`src/rtl/register_file.sv`:
```
// register_file
//   Architectural register file plus rename table for the out-of-order core.
//   The reorder buffer commits results in order through the commit_* port.
//   Dispatch records the producer tag of each destination register through
//   the rename_* port. Decoder source operands are resolved combinationally:
//   from the register file, from the ROB (queried by producer tag), or from a
//   commit that arrives in the same cycle.
//
// Ports
//   clk, rst            clock, synchronous active-high reset
//   flush               misprediction flush: clears every busy bit
//   rename_en/regid/tag new producer tag for a destination register
//   rs1_id, rs2_id      decoder source registers
//   query_vregid1/2     producer tag sent to the ROB for rs1/rs2
//   query_dependency1/2 ROB: 1 = producer value not yet available
//   query_val1/2        ROB: producer value
//   commit_en/regid/tag/val  in-order writeback from the ROB
//   rs1_*/rs2_*         resolved operands: ready, producer tag, value
module register_file #(
  parameter int XLEN    = 32,
  parameter int REG_CNT = 32,
  parameter int TAG_W   = 5
) (
  input  logic             clk,
  input  logic             rst,
  input  logic             flush,
  input  logic             rename_en,
  input  logic [4:0]       rename_regid,
  input  logic [TAG_W-1:0] rename_tag,
  input  logic [4:0]       rs1_id,
  input  logic [4:0]       rs2_id,
  output logic [TAG_W-1:0] query_vregid1,
  output logic [TAG_W-1:0] query_vregid2,
  input  logic             query_dependency1,
  input  logic             query_dependency2,
  input  logic [XLEN-1:0]  query_val1,
  input  logic [XLEN-1:0]  query_val2,
  input  logic             commit_en,
  input  logic [4:0]       commit_regid,
  input  logic [TAG_W-1:0] commit_tag,
  input  logic [XLEN-1:0]  commit_val,
  output logic             rs1_ready,
  output logic             rs2_ready,
  output logic [TAG_W-1:0] rs1_tag,
  output logic [TAG_W-1:0] rs2_tag,
  output logic [XLEN-1:0]  rs1_val,
  output logic [XLEN-1:0]  rs2_val
);

  logic [XLEN-1:0]  regs_q [REG_CNT];
  logic [XLEN-1:0]  regs_d [REG_CNT];
  logic [TAG_W-1:0] tag_q  [REG_CNT];
  logic [TAG_W-1:0] tag_d  [REG_CNT];
  logic [REG_CNT-1:0] busy_q;
  logic [REG_CNT-1:0] busy_d;

  // Next state. Commit is applied first so that a same-cycle rename of the
  // same register overrides the busy clear and installs the newer tag.
  always_comb begin
    regs_d = regs_q;
    tag_d  = tag_q;
    busy_d = busy_q;
    if (commit_en && commit_regid != 5'd0) begin
      regs_d[commit_regid] = commit_val;
      // Only the most recent producer releases the register.
      if (tag_q[commit_regid] == commit_tag) begin
        busy_d[commit_regid] = 1'b0;
      end
    end
    if (flush) begin
      // Tags are left as they are; with busy clear they are never consulted.
      busy_d = '0;
    end else if (rename_en && rename_regid != 5'd0) begin
      busy_d[rename_regid] = 1'b1;
      tag_d[rename_regid]  = rename_tag;
    end
  end

  always_ff @(posedge clk) begin
    if (rst) begin
      for (int i = 0; i < REG_CNT; i++) begin
        regs_q[i] <= '0;
        tag_q[i]  <= '0;
      end
      busy_q <= '0;
    end else begin
      regs_q <= regs_d;
      tag_q  <= tag_d;
      busy_q <= busy_d;
    end
  end

  // Operand resolution always uses the pre-edge state, so a source equal to
  // this cycle's rename destination still sees the old mapping.
  always_comb begin
    query_vregid1 = tag_q[rs1_id];
    rs1_tag       = tag_q[rs1_id];
    rs1_ready     = 1'b1;
    rs1_val       = regs_q[rs1_id];
    if (rs1_id == 5'd0) begin
      rs1_val = '0;
    end else if (busy_q[rs1_id]) begin
      if (commit_en && commit_regid == rs1_id && commit_tag == tag_q[rs1_id]) begin
        rs1_val = commit_val;
      end else begin
        rs1_ready = !query_dependency1;
        rs1_val   = query_val1;
      end
    end
  end

  always_comb begin
    query_vregid2 = tag_q[rs2_id];
    rs2_tag       = tag_q[rs2_id];
    rs2_ready     = 1'b1;
    rs2_val       = regs_q[rs2_id];
    if (rs2_id == 5'd0) begin
      rs2_val = '0;
    end else if (busy_q[rs2_id]) begin
      if (commit_en && commit_regid == rs2_id && commit_tag == tag_q[rs2_id]) begin
        rs2_val = commit_val;
      end else begin
        rs2_ready = !query_dependency2;
        rs2_val   = query_val2;
      end
    end
  end

endmodule

```
`config.mk`:
```
export PLATFORM = sky130hd
export DESIGN_NAME = register_file
export DESIGN_NICKNAME = d
export VERILOG_FILES = /design/src/rtl/register_file.sv
export SDC_FILE = /design/constraint.sdc
export NUM_CORES = 2
export LEC_CHECK = 0
export CORE_ASPECT_RATIO = 0.5
export CORE_UTILIZATION = 40
export DETAILED_ROUTE_END_ITERATION = 8
export PLACE_DENSITY = 0.61
export SYNTH_ARGS = -nofsm -noshare
export SYNTH_HDL_FRONTEND = slang
export SYNTH_SLANG_ARGS = --single-unit
```
`constraint.sdc`:
```
create_clock -name clk -period 5.3 [get_ports clk]
set_input_delay 0.795 -clock clk [delete_from_list [all_inputs] [get_ports clk]]
set_output_delay 0.795 -clock clk [all_outputs]
set_load 0.005 [all_outputs]
```
Yosys cells after proc, flatten, opt, wreduce, memory -nomap -nowiden
Cells that the tools add are included.

storage, ports and cells
  flip-flop bits (word level) = 1216
  bits of input ports = 133
  logic and storage cells = 152

operators by class
  order comparisons = 12
  equality and inequality tests = 5
  mux-type cells = 44
  bitwise logic cells = 8
  reduce and logical (&&, ||, !) cells = 18

operators with widths
  kind                                                                                  number
  1024-bit bitwise mux                                                                  1
  32-bit 2-to-1 mux                                                                     14
  32-bit binary-select mux with 5-bit select                                            2
  160-bit bitwise mux                                                                   1
  32-bit demux with 5-bit select                                                        1
  5-bit binary-select mux with 5-bit select                                             3
  5-bit 2-to-1 mux                                                                      7
  32-bit bitwise AND                                                                    1
  32-bit inverter                                                                       1
  32-bit bitwise OR                                                                     1
  5-bit demux with 5-bit select                                                         1
  5-bit == test                                                                         5
  6-bit greater-or-equal comparator (second input constant)                             4
  5-bit by 6-bit less-than comparator with 1-bit output (second input constant)         4
  5-bit inverter with 6-bit output                                                      4
  6-bit by 1-bit less-than comparator with 1-bit output (second input constant)         2
  1-bit binary-select mux with 5-bit select                                             2
  1-bit demux with 5-bit select                                                         2
  5-bit by 1-bit greater-or-equal comparator with 1-bit output (second input constant)  2
  1-bit logical AND                                                                     10
  5-bit zero test                                                                       2
  1-bit 2-to-1 mux                                                                      10
  5-bit nonzero test                                                                    2
  1-bit zero test                                                                       2
  3 further kinds                                                                       3

Depth between registers and ports, before layout
  depth in word-level cells = 10
  depth in mapped cells = 15
  gate-level depth less buffers = 7

Worst setup path after synthesis
OpenSTA, ideal clock, no wires.

  path kind = input-to-output
  from = in rs1_id[0]
  to = out rs1_val[12]
  arrival = 3.563 ns
  path slack = 0.942 ns
  stages = 12
  path through = buf_6 buf_6 buf_6 buf_6 buf_6 buf_2 buf_2 mux4_2 mux4_2 mux2_2 nand2_1 o211ai_2

on the way
  longest elaborated chain between the ends = 9

ends and longest elaborated chain
  element                                                 line     text
  from (decl)                                             30       input logic [4:0] rs1_id,
  5-bit inverter with 6-bit output (not written as such)  99, 103
  5-bit binary-select mux with 5-bit select               103      if (commit_en && commit_regid == rs1_id && commit_tag == tag_q[rs1_id]) begin
  5-bit 2-to-1 mux (not written as such) (2 in a row)     103
  5-bit == test                                           103
  1-bit logical AND                                       103
  32-bit 2-to-1 mux                                       103
  32-bit 2-to-1 mux                                       102      end else if (busy_q[rs1_id]) begin
  32-bit 2-to-1 mux *                                     100      if (rs1_id == 5'd0) begin
  to (decl)                                               46       output logic [XLEN-1:0] rs1_val,

Every way passes the cells marked *; elsewhere a longest branch is shown, timed or not. The select of a mux whose other input is x is not followed.

Worst setup path after layout
  from = in rs2_id[0]
  to = out rs2_val[4]

on the way
  longest elaborated chain between the ends = 9

ends and longest elaborated chain
  element                                                 line      text
  from (decl)                                             31        input logic [4:0] rs2_id,
  5-bit inverter with 6-bit output (not written as such)  116, 120
  5-bit binary-select mux with 5-bit select               120       if (commit_en && commit_regid == rs2_id && commit_tag == tag_q[rs2_id]) begin
  5-bit 2-to-1 mux (not written as such) (2 in a row)     120
  5-bit == test                                           120
  1-bit logical AND                                       120
  32-bit 2-to-1 mux                                       120
  32-bit 2-to-1 mux                                       119       end else if (busy_q[rs2_id]) begin
  32-bit 2-to-1 mux *                                     117       if (rs2_id == 5'd0) begin
  to (decl)                                               47        output logic [XLEN-1:0] rs2_val

Marks and branches as above.

==> results.json <==
{
  "postSynthAreaPerCell_um2": 9.03,
  "yosys_warnings": 0,
  "overflow": 0,
  "hp-class": "flip-flop to flip-flop",
  "maxCapViolCount": 0,
  "drc": 0,
  "nNetsFinal": 7241,
  "fin_ws_ns": 0.0247,
  "clock.fmax_ghz": 0.190,
  "min_from": "regs_q[34]$_SDFFE_PP0P_",
  "fp.dieArea_um2": 165000,
  "wl_per_cell_um": 28.2,
  "path_clk_slew_ns": 0.07,
  "vias_per_cell": 6.32,
  "antenna_found_initial": 5,
  "relSlewSlack": 0.104,
  "critPathKind": "primary input to output pin",
  "rrSetupSlack_ns": 2.41,
  "p_total_w": 0.0207,
  "die_w_um": 574,
  "dp_slack_ns": -0.0492,
  "ctsRootBufferMaster": "clkbuf_16",
  "rsz0062_at_grt": "false",
  "io_pins": 219,
  "syn_area_um2": 65500,
  "syn_nets": 7385,
  "finalSetupViolCount": 0,
  "vias": 59300,
  "r2r_cells": 8,
  "netlist.area_leader.share": 0.372,
  "wl_mm": 265,
  "post-route-util": 0.462,
  "cts_buffer_depth": 3,
  "core_area_um2": 162000,
  "r2r-end": "busy_q[12]$_SDFF_PP0_",
  "timing.rr.start": "tag_q[90]$_SDFFE_PP0P_",
  "clock-sinks": 1216,
  "fin_crit_ns": 5.28,
  "synthTopCellsByArea": "dfxtp_1 37%, mux4_2 22%, nand2_1 13%",
  "synth_seq_area_share": 0.372,
  "hold_violations": 0,
  "track_usage": 0.312,
  "drive_gt1_frac": 0.191,
  "synth_area_leader_cell": "dfxtp_1",
  "grt_pass1_wl_mm": 382,
  "cts_tree": "built",
  "crit_fanout": 39,
  "netlist_instances": 7252,
  "firstDrtPassIters": 6,
  "whs_path_depth": 2,
  "synth_edf_count": 0,
  "die_y_um": 288,
  "critPathArrivalTime_ns": 4.48,
  "start_kind": "primary input",
  "cellLeakagePower_nw": 24.1,
  "hold_path_end": "regs_q[34]$_SDFFE_PP0P_",
  "syn_to_final_growth_pct": 14.1,
  "max_slew.worst_pin.slew_ns": 1.33,
  "end_kind": "output pin",
  "clk_latency_ns": 0.77,
  "clock_skew_ns": 0.0485,
  "cp.required_ns": 4.51,
  "async_reset_ff_frac": 0,
  "drv_slew": 0,
  "hpwl_mm": 163,
  "status": "finished, final reports clean",
  "routabilityCongestion": 0.975,
  "ant_nets": 0,
  "synthFlopType": "dfxtp_1",
  "power_density_nw_per_um2": 276,
  "holdWs_ns": 0.465,
  "finalCritPeriodShare": 0.995,
  "synth-seq-cells": 1216,
  "cts_buffers": 115,
  "num_rows": 104,
  "synth_cell_type_count": 60,
  "grt_max_degree": 208,
  "drtIter0Drc": 8716,
  "htreeDepth": 3,
  "port_buffers": 218,
  "start_util": 0.405,
  "irDropWorstVdd_mv": 0.281,
  "first_global_vias": 55100
}
## flip-flops by register name, summed over array words and instances (netlist names)
signal / cells
busy_q: 32
regs_q: 1024
tag_q: 160
## cells in the final DEF (no fill, tap or decap), types with 8 or more instances in the layout
| master | count |
|---|---|
| clkbuf_16 | 116 |
| bufinv_16 | 16 |
| nor2b_1 | 46 |
| nand3_1 | 150 |
| nor3_1 | 10 |
| buf_12 | 47 |
| nand2_1 | 2199 |
| a21oi_1 | 1164 |
| nand2_2 | 27 |
| and2_0 | 20 |
| a22oi_1 | 45 |
| clkbuf_1 | 21 |
| a41oi_1 | 31 |
| and2_1 | 20 |
| and3_1 | 41 |
| o31ai_1 | 33 |
| o41ai_1 | 32 |
| mux2_2 | 57 |
| o211ai_1 | 13 |
| nor3_2 | 8 |
| nor2_4 | 29 |
| clkdlybuf4s50_1 | 204 |
| o221ai_1 | 9 |
| clkbuf_8 | 27 |
| clkinv_2 | 25 |
| a221oi_1 | 39 |
| a32o_1 | 32 |
| o211ai_2 | 30 |
| buf_4 | 283 |
| nor2_1 | 94 |
| dfxtp_1 | 1216 |
| xor2_1 | 12 |
| mux4_2 | 647 |
| o21ai_0 | 32 |
| mux2i_1 | 242 |
| a211oi_1 | 41 |
| a311oi_1 | 20 |
## per-layer routing
metal  wire length, um  vias to the layer above  track usage
met5                21                        -            0
met3             33000                      786       0.0795
met2            113000                     3869        0.459
met4             16300                        4        0.168
met1            102000                    29100        0.420
li1                  -                    25600            -
## power by group
| part | internal, W | switching, W |
|---|---|---|
| clock network | 0.00521 | 0.00398 |
| logic | 0.000780 | 0.00144 |
| registers | 0.00920 | 0.0000459 |
| total | 0.0152 | 0.00547 |
## per-stage QoR
step	std cells	area (um^2)	setup TNS [ns]
2_1_floorplan	7252	65500	0
3_3_place_gp	9164	70500	-0.147
3_5_place_dp	9164	70500	-0.0492
4_1_cts	9381	74700	0
5_1_grt	9382	74700	0
6_report	9386	74700	0
## synth_stat cells, drive strengths merged (4+ instances only)
cell type,count
nand2,2226
dfxtp,1216
a21oi,1165
clkbuf,661
mux4,647
mux2i,242
nand3,154
buf,145
nor2,126
mux2,61
nor2b,47
a22oi,45
a211oi,43
o211ai,43
a221oi,41
and3,41
and2,40
o21ai,33
o31ai,33
a32o,32
a41oi,32
o41ai,32
a311oi,20
nor3,18
xor2,14
o221ai,9
nor3b,8
nand2b,7
or3,7
and3b,6
inv,6
nand3b,6
o2111ai,6
or2,5
or3b,5
nor4,4
xnor2,4
## kinds of logic (layout without fill, tap and decap cells)
logic type | Yosys count | in the layout | share of synthesized area
and+or+nand+nor | 2707 | 2707 | 0.166
AOI/OAI and AO/OA | 1549 | 1549 | 0.138
DFF | 1216 | 1216 | 0.372
muxes | 950 | 950 | 0.270
buffers and inverters | 812 | 768 | 0.0511
xor gates and xnor gates | 18 | 18 | 0.00241
other | 0 | 5 | 0
## area by class of cell
class / instances / area, um^2
Multi-Input combinational cell: 5224 / 38300
Fill cell: 15200 / 87000
Clock inverter: 53 / 805
Antenna cell: 5 / 12.5
Inverter: 6 / 27.5
Sequential cell: 1216 / 24300
Tap cell: 2173 / 2720
Clock buffer: 164 / 3350
Timing Repair Buffer: 545 / 5220
## worst max-delay path by stage
| stage | start | endpoint | slack, ns | depth (start not counted) |
|---|---|---|---|---|
| after floorplan | rs1_id[0] | rs1_val[12] | 0.94 | 12 |
| after global placement | rs2_id[0] | rs2_val[10] | -0.14 | 11 |
| after detailed placement | rs2_id[0] | rs2_val[10] | -0.05 | 11 |
| after CTS | rs2_id[0] | rs2_val[12] | 0.03 | 13 |
| after global routing | tag_q[92]$_SDFFE_PP0P_ | rs1_val[10] | 0.004 | 9 |
| final | rs2_id[0] | rs2_val[4] | 0.02 | 11 |
## worst max-delay path, cell delays in order
cell and delay [ns]:
buf_12 0.25, mux4_2 0.54, mux2_2 0.31, a221oi_1 0.42, buf_4 0.20, or3_1 0.11
nand4_1 0.35, buf_12 0.29, o41a_1 0.40, a21oi_1 0.23, clkdlybuf4s50_1 0.54
## timing repair
| item | 4_1_cts | 5_1_grt |
|---|---|---|
| endpoints found under the hold margin | 0 | 0 |
| setup endpoints to repair | 1 | 15 |
| pin swaps | 0 | 0 |
| setup buffers | 0 | 0 |
| resized for setup | 1 | 3 |
| hold buffers | 0 | 0 |
Power figures use the tool's default switching activity.
